File: src/rtl/mem_pkg.sv
// Shared memory-subsystem definitions: arbiter state encoding, default
// command timeout and the address-map constants.
package mem_pkg;

    typedef enum logic [1:0] {
        ST_IDLE      = 2'd0,
        ST_ISSUE     = 2'd1,
        ST_WAIT_ACK  = 2'd2,
        ST_WAIT_DATA = 2'd3
    } arb_state_t;

    localparam logic [7:0]  TIMEOUT_DEFAULT = 8'd200;

    localparam logic [15:0] VGA_BASE   = 16'h1000;
    localparam logic [15:0] SDRAM_BASE = 16'h4c00;

endpackage

File: src/rtl/sdram_arbiter_rr_grant.sv
// Two-requester picker. With round-robin enabled a contended grant goes to
// the requester that did not win last; otherwise requester 0 always wins.
module rr_grant (
    input  logic clk,
    input  logic rst,
    input  logic req0,
    input  logic req1,
    input  logic rr_en,
    input  logic take,
    output logic pick
);

    logic last_grant;

    // Choose the winner from current requests and the previous winner.
    always_comb begin
        pick = 1'b0;
        if (req0 && req1) begin
            pick = rr_en & ~last_grant;
        end else begin
            pick = ~req0;
        end
    end

    // Remember who won when the grant is actually taken; reset favours port 0.
    always_ff @(posedge clk) begin
        if (rst) begin
            last_grant <= 1'b1;
        end else if (take) begin
            last_grant <= pick;
        end
    end

endmodule

File: src/rtl/sdram_arbiter.sv
// Two-port SDRAM arbiter: CPU (port 0) and DMA/video (port 1) share one
// SDRAM controller command interface, with a per-transaction timeout.
module sdram_arbiter
    import mem_pkg::*;
#(
    parameter bit         RR_EN   = 1'b1,
    parameter logic [7:0] TIMEOUT = TIMEOUT_DEFAULT
) (
    input  logic        cpu_clk,
    input  logic        rst,
    input  logic        p0_read,
    input  logic        p0_write,
    input  logic [22:0] p0_addr,
    input  logic [15:0] p0_wdata,
    output logic [15:0] p0_rdata,
    output logic        p0_busy,
    output logic        p0_ready,
    output logic        p0_cack,
    input  logic        p1_read,
    input  logic        p1_write,
    input  logic [22:0] p1_addr,
    input  logic [15:0] p1_wdata,
    output logic [15:0] p1_rdata,
    output logic        p1_busy,
    output logic        p1_ready,
    output logic        p1_cack,
    output logic        sdram_read,
    output logic        sdram_write,
    output logic [22:0] sdram_addr,
    output logic [15:0] sdram_wdata,
    input  logic        sdram_busy,
    input  logic        sdram_ready,
    input  logic        sdram_cack,
    input  logic [31:0] sdram_rdata,
    output logic        err_timeout
);

    arb_state_t  state, state_d;
    logic        gnt, op_read;
    logic [22:0] addr_q;
    logic [15:0] wdata_q;
    logic [7:0]  cnt;
    logic        err_q;
    logic        req0, req1, pick;
    logic        grant_fire, tmo, in_cmd, ack_fire, data_done, abort;
    logic        unused_rdata_hi;

    assign req0            = p0_read | p0_write;
    assign req1            = p1_read | p1_write;
    assign sdram_addr      = addr_q;
    assign sdram_wdata     = wdata_q;
    assign err_timeout     = err_q;
    assign unused_rdata_hi = ^sdram_rdata[31:16];

    rr_grant u_rr_grant (
        .clk   (cpu_clk),
        .rst   (rst),
        .req0  (req0),
        .req1  (req1),
        .rr_en (RR_EN),
        .take  (grant_fire),
        .pick  (pick)
    );

    // State register.
    always_ff @(posedge cpu_clk) begin
        if (rst) begin
            state <= ST_IDLE;
        end else begin
            state <= state_d;
        end
    end

    // Next state plus the command, handshake and busy outputs.
    always_comb begin
        state_d     = state;
        grant_fire  = 1'b0;
        tmo         = 1'b0;
        abort       = 1'b0;
        data_done   = 1'b0;
        in_cmd      = (state == ST_ISSUE) || (state == ST_WAIT_ACK);
        sdram_read  = 1'b0;
        sdram_write = 1'b0;

        if ((state == ST_WAIT_ACK) || (state == ST_WAIT_DATA)) begin
            tmo = (cnt == TIMEOUT - 8'd1);
        end

        unique case (state)
            ST_IDLE: begin
                grant_fire = !sdram_busy && (req0 || req1);
                if (grant_fire) state_d = ST_ISSUE;
            end
            ST_ISSUE: begin
                state_d = ST_WAIT_ACK;
            end
            ST_WAIT_ACK: begin
                if (sdram_cack) begin
                    state_d = op_read ? ST_WAIT_DATA : ST_IDLE;
                end else if (tmo) begin
                    state_d = ST_IDLE;
                    abort   = 1'b1;
                end
            end
            ST_WAIT_DATA: begin
                data_done = sdram_ready || tmo;
                abort     = !sdram_ready && tmo;
                if (data_done) state_d = ST_IDLE;
            end
            default: state_d = ST_IDLE;
        endcase

        // Command drops in the very cycle the controller accepts it.
        if ((state == ST_ISSUE) || ((state == ST_WAIT_ACK) && !sdram_cack)) begin
            sdram_read  = op_read;
            sdram_write = !op_read;
        end

        // Combinational so a requester can drop its request before IDLE re-arbitrates.
        ack_fire = (state == ST_WAIT_ACK) && (sdram_cack || tmo) && !rst;
        p0_cack  = ack_fire && !gnt;
        p1_cack  = ack_fire && gnt;

        p0_busy = sdram_busy || ((state != ST_IDLE) && gnt) || (in_cmd && !gnt);
        p1_busy = sdram_busy || ((state != ST_IDLE) && !gnt) || (in_cmd && gnt);
    end

    // Latch the winning port's request at grant time.
    always_ff @(posedge cpu_clk) begin
        if (rst) begin
            gnt     <= 1'b0;
            op_read <= 1'b0;
            addr_q  <= '0;
            wdata_q <= '0;
        end else if (grant_fire) begin
            gnt     <= pick;
            op_read <= pick ? p1_read : p0_read;
            addr_q  <= pick ? p1_addr : p0_addr;
            wdata_q <= pick ? p1_wdata : p0_wdata;
        end
    end

    // Timeout counter restarts on every state change and counts while waiting.
    always_ff @(posedge cpu_clk) begin
        if (rst) begin
            cnt <= '0;
        end else if (state_d != state) begin
            cnt <= '0;
        end else if ((state == ST_WAIT_ACK) || (state == ST_WAIT_DATA)) begin
            cnt <= cnt + 8'd1;
        end
    end

    // Sticky abort flag.
    always_ff @(posedge cpu_clk) begin
        if (rst) begin
            err_q <= 1'b0;
        end else if (abort) begin
            err_q <= 1'b1;
        end
    end

    // Registered read return; a timed-out read pulses ready but keeps old data.
    always_ff @(posedge cpu_clk) begin
        if (rst) begin
            p0_ready <= 1'b0;
            p1_ready <= 1'b0;
            p0_rdata <= '0;
            p1_rdata <= '0;
        end else begin
            p0_ready <= data_done && !gnt;
            p1_ready <= data_done && gnt;
            if ((state == ST_WAIT_DATA) && sdram_ready && !gnt) p0_rdata <= sdram_rdata[15:0];
            if ((state == ST_WAIT_DATA) && sdram_ready && gnt)  p1_rdata <= sdram_rdata[15:0];
        end
    end

endmodule

File: config.mk
export PLATFORM = sky130hd
export DESIGN_NAME = sdram_arbiter
export DESIGN_NICKNAME = d
export VERILOG_FILES = /design/src/rtl/mem_pkg.sv /design/src/rtl/sdram_arbiter_rr_grant.sv /design/src/rtl/sdram_arbiter.sv
export SDC_FILE = /design/constraint.sdc
export NUM_CORES = 1
export LEC_CHECK = 0
export CAP_MARGIN = 20
export CORE_MARGIN = 3
export CORE_UTILIZATION = 40
export DETAILED_ROUTE_END_ITERATION = 8
export GPL_TIMING_DRIVEN = 0
export PLACE_DENSITY = 0.79
export SETUP_SLACK_MARGIN = 0.02
export SYNTH_ARGS = -nofsm -noshare
export SYNTH_HDL_FRONTEND = slang
export SYNTH_SLANG_ARGS = --single-unit
File: constraint.sdc
create_clock -name cpu_clk -period 2.3 [get_ports cpu_clk]
set_input_delay 0.345 -clock cpu_clk [delete_from_list [all_inputs] [get_ports cpu_clk]]
set_output_delay 0.345 -clock cpu_clk [all_outputs]
set_load 0.02 [all_outputs]
### Yosys cells after proc, flatten, opt, wreduce, memory -nomap -nowiden

Index checks and enable logic that the tools add are counted.

* register bits after elaboration: 87
* input bits: 119
* output and inout bits: 80
* word-level logic and storage cells: 76

* add/subtract/negate cells: 1
* equal/unequal tests: 5
* multiplexer cells: 18
* bitwise operators: 4
* reductions and logical operators: 36

Operators by type and width (number)
* $mux 23: 1
* $logic_and 1x1->1: 17
* $mux 16: 1
* $logic_or 1x1->1: 10
* $mux 2: 5
* $mux 1: 9
* $add 8x1->8 const B: 1
* $eq 8x8->1 const B: 1
* $pmux 2 s4: 1
* $logic_not 1->1: 6
* $eq 2x2->1 const B: 2
* $eq 2x1->1 const B: 1
* $logic_not 2->1: 1
* $ne 2x2->1: 1
* $not 1->1: 2
* $or 1x1->1: 2
* $pmux 1 s2: 1
* $reduce_bool 2->1: 1
* $reduce_or 2->1: 1

### Longest topological paths before layout

* depth after elaboration: 8
* depth in mapped cells: 8
* depth with buffers taken out: 6

### Modules after synthesis

A second synthesis with hierarchy kept.

* cell total of the unflattened synthesis: 427
* area total of the unflattened synthesis: 3697.3 um2

By module, submodules not included
* sdram_arbiter: times used 1, cells each 420, area an instance 3634.7 um2, seq. area each 1721.7 um2
* rr_grant: times used 1, cells each 7, area an instance 62.6 um2, seq. area each 20.0 um2

### Least setup slack after synthesis

Ideal clock, no wire load.

* kind: register -> output
* start: register state[0]
* end: output port p0_cack
* data arrival time: 1.759 ns
* required time: 1.955 ns
* path slack: 0.196 ns
* cell stages (with the launch flop): 8
* buffers on the path: 1
* path through: dfxtp_1 inv_1 ha_1 clkbuf_1 o211a_1 and3_1 o21ai_0 nor3_1

* word-level cells in the longest chain between the ends: 7
* elaborated cells on any way between the ends: 8
* those cells by class: eq/ne (2); mux (1); reduce/logical (5)

RTL lines
* start, declared: line sdram_arbiter.sv:38 `arb_state_t state, state_d;`
* start signal, assigned: line sdram_arbiter.sv:70 `state <= state_d;`
* $eq 2x2->1 (on tied branches): line sdram_arbiter.sv:85, sdram_arbiter.sv:120
* $logic_or 1x1->1: line sdram_arbiter.sv:85 `if ((state == ST_WAIT_ACK) || (state == ST_WAIT_DATA)) begin`
* $mux 1: line sdram_arbiter.sv:85
* $logic_or 1x1->1: line sdram_arbiter.sv:120 `ack_fire = (state == ST_WAIT_ACK) && (sdram_cack || tmo) && !rst;`
* $logic_and 1x1->1 * (2 in series): line sdram_arbiter.sv:120
* $logic_and 1x1->1 *: line sdram_arbiter.sv:121 `p0_cack = ack_fire && !gnt;`
* end, declared: line sdram_arbiter.sv:18 `output logic p0_cack,`

Every way passes the cells marked *; elsewhere a longest branch is shown, timed or not.

### Worst setup path in the final report

Ends and elaborated chain as after synthesis.

==> reports/results.ini <==
[global_routing]
first_global_vias=3745
track_usage_pct=21.0
grt_max_degree=17
grt_pass1_wl_um=18900
antenna_found_initial=0
overflow=0

[die]
io_pins=199
die_area_um2=11200
core_um2=9460
die_h_um=106
die_width_um=106
initial_core_util_pct=42.2
num_rows=35

[timing]
slew_headroom_pct=48.7
fmax_mhz=459
max_slew.worst_pin.slew_ns=0.770
finalSetupViolations=0
period_share_pct=94.7
fin_crit_ns=2.18
fin_worst_skew_ns=0.00894
tns_ns=0
final-hold-violation-count=0
finalMaxSlewViolations=0
rsz0062_at_grt=no

[pwr]
p_int_mw=2.50
power_leakage_nw=2.22
p_comb_share_pct=27.2
power.total_mw=3.60
irDropWorstVdd_mv=0.352
swShare_pct=30.7
p_per_area_nw_per_um2=580
p_clk_share_pct=27.2
switchingPower_mw=1.11
pwr-share-seq_pct=45.6

[setup_path]
crit_type=reg -> out
crit_family=compound AO/OA/AOI/OAI gates
path_cells=buf_12 -> ha_4 -> o211a_4 -> and3_4 -> o21ai_2 -> nor3_1 -> buf_4
crit_path_top_delay_cell=dfxtp_4
required_ns=1.96
reg2reg_from=state[1]$_SDFF_PP0_
end_kind=output pin
arrival_ns=1.83
regToRegEndpoint=cnt[4]$_SDFFE_PP0P_
worstPathMaxFanout=9
crit_buf_inv=2
critPathMaxStageDelay_ns=0.37
start_kind=flop
reg2regPathDepth=6
rrSetupSlack_ns=0.32

[clocking]
cts_buffers=9
clkSlewWorstSetupHoldPaths_ns=0.10
cts_hold_buf=0
htreeDepth=3
cts.sinks=87
clk_path_buf_depth=2
cts_tree=built
clockRootBuffer=clkbuf_8
clk-insertion-delay-late_ns=0.36

[detailed_routing]
drt_pre_antenna_iters=5
wl_per_cell_um=16.0
vias_per_cell=5.04
vias=3790
drcViolationCount=0
ant_nets=0
wl_um=12000
drt_iter0_drc=160

[layout]
synthToLayoutAreaGrowth_pct=55.4
final_area_um2=6210
finalNonFillerCells=752
layout-drive-gt1-share_pct=14.0
final_net_count=742
diodes=0

[run]
drv_cap=0

[synth]
synth_seq_cells=87
syn_avg_cell_area_um2=9.38
yosysSeqAreaShare_pct=43.6
synth_nets=550
synthTopCellsByArea=dfxtp_1, a211oi_2, mux2i_1, nand2_1, a21oi_1
yosys_warnings=0
yosysUniqueCellTypes=36
syn-cell-area_um2=4000
synth_top_area_share_pct=43.6
synth_compound_area_share_pct=20.6
synth-edff-count=0
async_reset_ff_share_pct=0
synth_fa_ha_area_share_pct=1.57
synth-xor-area-share_pct=1.53
synthMuxAreaShare_pct=10.3
synth_top_cell_by_area=dfxtp_1
synth_top_family_by_area=compound AO/OA/AOI/OAI gates
syn_inst=426
ys.flop_type=dfxtp_1
yosys.area_share.simple_pct=17.0

[min_path]
hp-start=p1_rdata[6]$_SDFFE_PP0P_
min_delay_path_depth=2
hold_path.class=reg -> reg
hold_end=p1_rdata[6]$_SDFFE_PP0P_

[placed_design]
dp_cells=736
place_congestion=0.880
placed_area_um2=5970
port_buffers=181
dp_hpwl_um=9590

[run_status]
status=completed

-- state kept, by name (all words and copies together), names as in the netlist --
signal / count
p0_ready: 1
sdram_addr: 23
sdram_wdata: 16
p0_rdata: 16
op_read: 1
err_timeout: 1
cnt: 8
p1_ready: 1
gnt: 1
u_rr_grant.last_grant: 1
state: 2
p1_rdata: 16
-- cells in the final DEF (no fill, tap or decap), types with 6 or more instances in the layout --
cell,n
clkbuf_8,9
a21oi_1,39
nor4_1,8
clkbuf_1,18
a211oi_2,39
mux2i_1,41
nor2_1,51
buf_6,6
nand2_1,74
clkdlybuf4s50_1,175
dfxtp_1,85
-- cells in the mapped netlist, types with 2 or more instances --
cell type,number
dfxtp_1,87
nand2_1,74
nor2_1,51
mux2i_1,41
a211oi_2,39
a21oi_1,39
clkbuf_1,20
nor4_1,8
buf_6,6
inv_1,6
o21ai_0,6
ha_1,5
xor2_1,5
nand4_1,4
and3_1,3
buf_8,3
nand3_1,3
nor2b_1,3
nor3_1,3
a211o_1,2
buf_2,2
xnor2_1,2
-- tightest hold or removal path, delay by kind of cell (launching register included) --
kind / cells / cell delay (ns)
and+or+nand+nor: 1 / 0.05
DFF: 1 / 0.32
AOI/OAI and AO/OA: 1 / 0.05
-- how the worst max path moves through the flow --
| stage | from | depth (start not counted) | slack [ns] | end |
|---|---|---|---|---|
| after floorplan | state[0]$_SDFF_PP0_ | 7 | 0.20 | p0_cack |
| after global placement | state[0]$_SDFF_PP0_ | 8 | -0.37 | p0_cack |
| after detailed placement | state[0]$_SDFF_PP0_ | 8 | -0.42 | p0_cack |
| after CTS | state[0]$_SDFF_PP0_ | 7 | 0.02 | p0_cack |
| after global routing | state[0]$_SDFF_PP0_ | 7 | 0.04 | p0_cack |
| final | state[0]$_SDFF_PP0_ | 7 | 0.12 | p0_cack |
-- area by class of cell --
cell class | instances | area (µm²)
fill | 770 | 3250
multi-input combinational | 302 | 2080
inverter | 6 | 22.5
sequential | 87 | 1750
clock buffer | 9 | 124
buffer | 29 | 190
tap | 129 | 161
timing repair buffer | 183 | 1830
clock inverter | 7 | 55.1
-- stage by stage --
stage | hold slack (ns) | setup WS (ns) | util, %
global route | 0.485 | 0.0444 | 65.7
detailed placement | 0.443 | -0.419 | 63.1
CTS | 0.457 | 0.0208 | 65.4
floorplan | 0.470 | 0.196 | -
finish | 0.460 | 0.122 | 65.7
global placement | 0.437 | -0.366 | 63.1
-- routing by layer --
| metal | global-route usage (%) | share of wire, % | routed length (µm) |
|---|---|---|---|
| met4 | 7.40 | 2.3 | 274 |
| met3 | 6.92 | 7.5 | 904 |
| met1 | 24.7 | 41 | 4930 |
| met5 | 0 | 0 | 0 |
| met2 | 35.9 | 49 | 5920 |
-- power by group through the flow --
stage | Sequential (mW) | Clock, mW | Combinational (mW)
CTS | 1.64 | 1.00 | 0.986
detailed placement | 1.68 | 0 | 0.974
finish | 1.64 | 0.980 | 0.981
global placement | 1.67 | 0 | 0.954
floorplan | 1.76 | 0 | 0.436
global route | 1.65 | 1.07 | 1.05
-- kinds of logic (layout without fill, tap and decap cells) --
kind of cell,Yosys count,in the layout
xor gates and xnor gates,7,7
buffers and inverters,37,234
muxes,41,41
DFF,87,87
and+or+nand+nor,157,157
AOI/OAI and AO/OA,92,92
adders and majority gates,5,5
-- timing repair --
action	4_1_cts	5_1_grt
cloned	0	0
buffers inserted	2	0
resized for setup	22	6
endpoints found under the setup margin	6	3
Note: power is estimated with default switching activity, not from simulation.
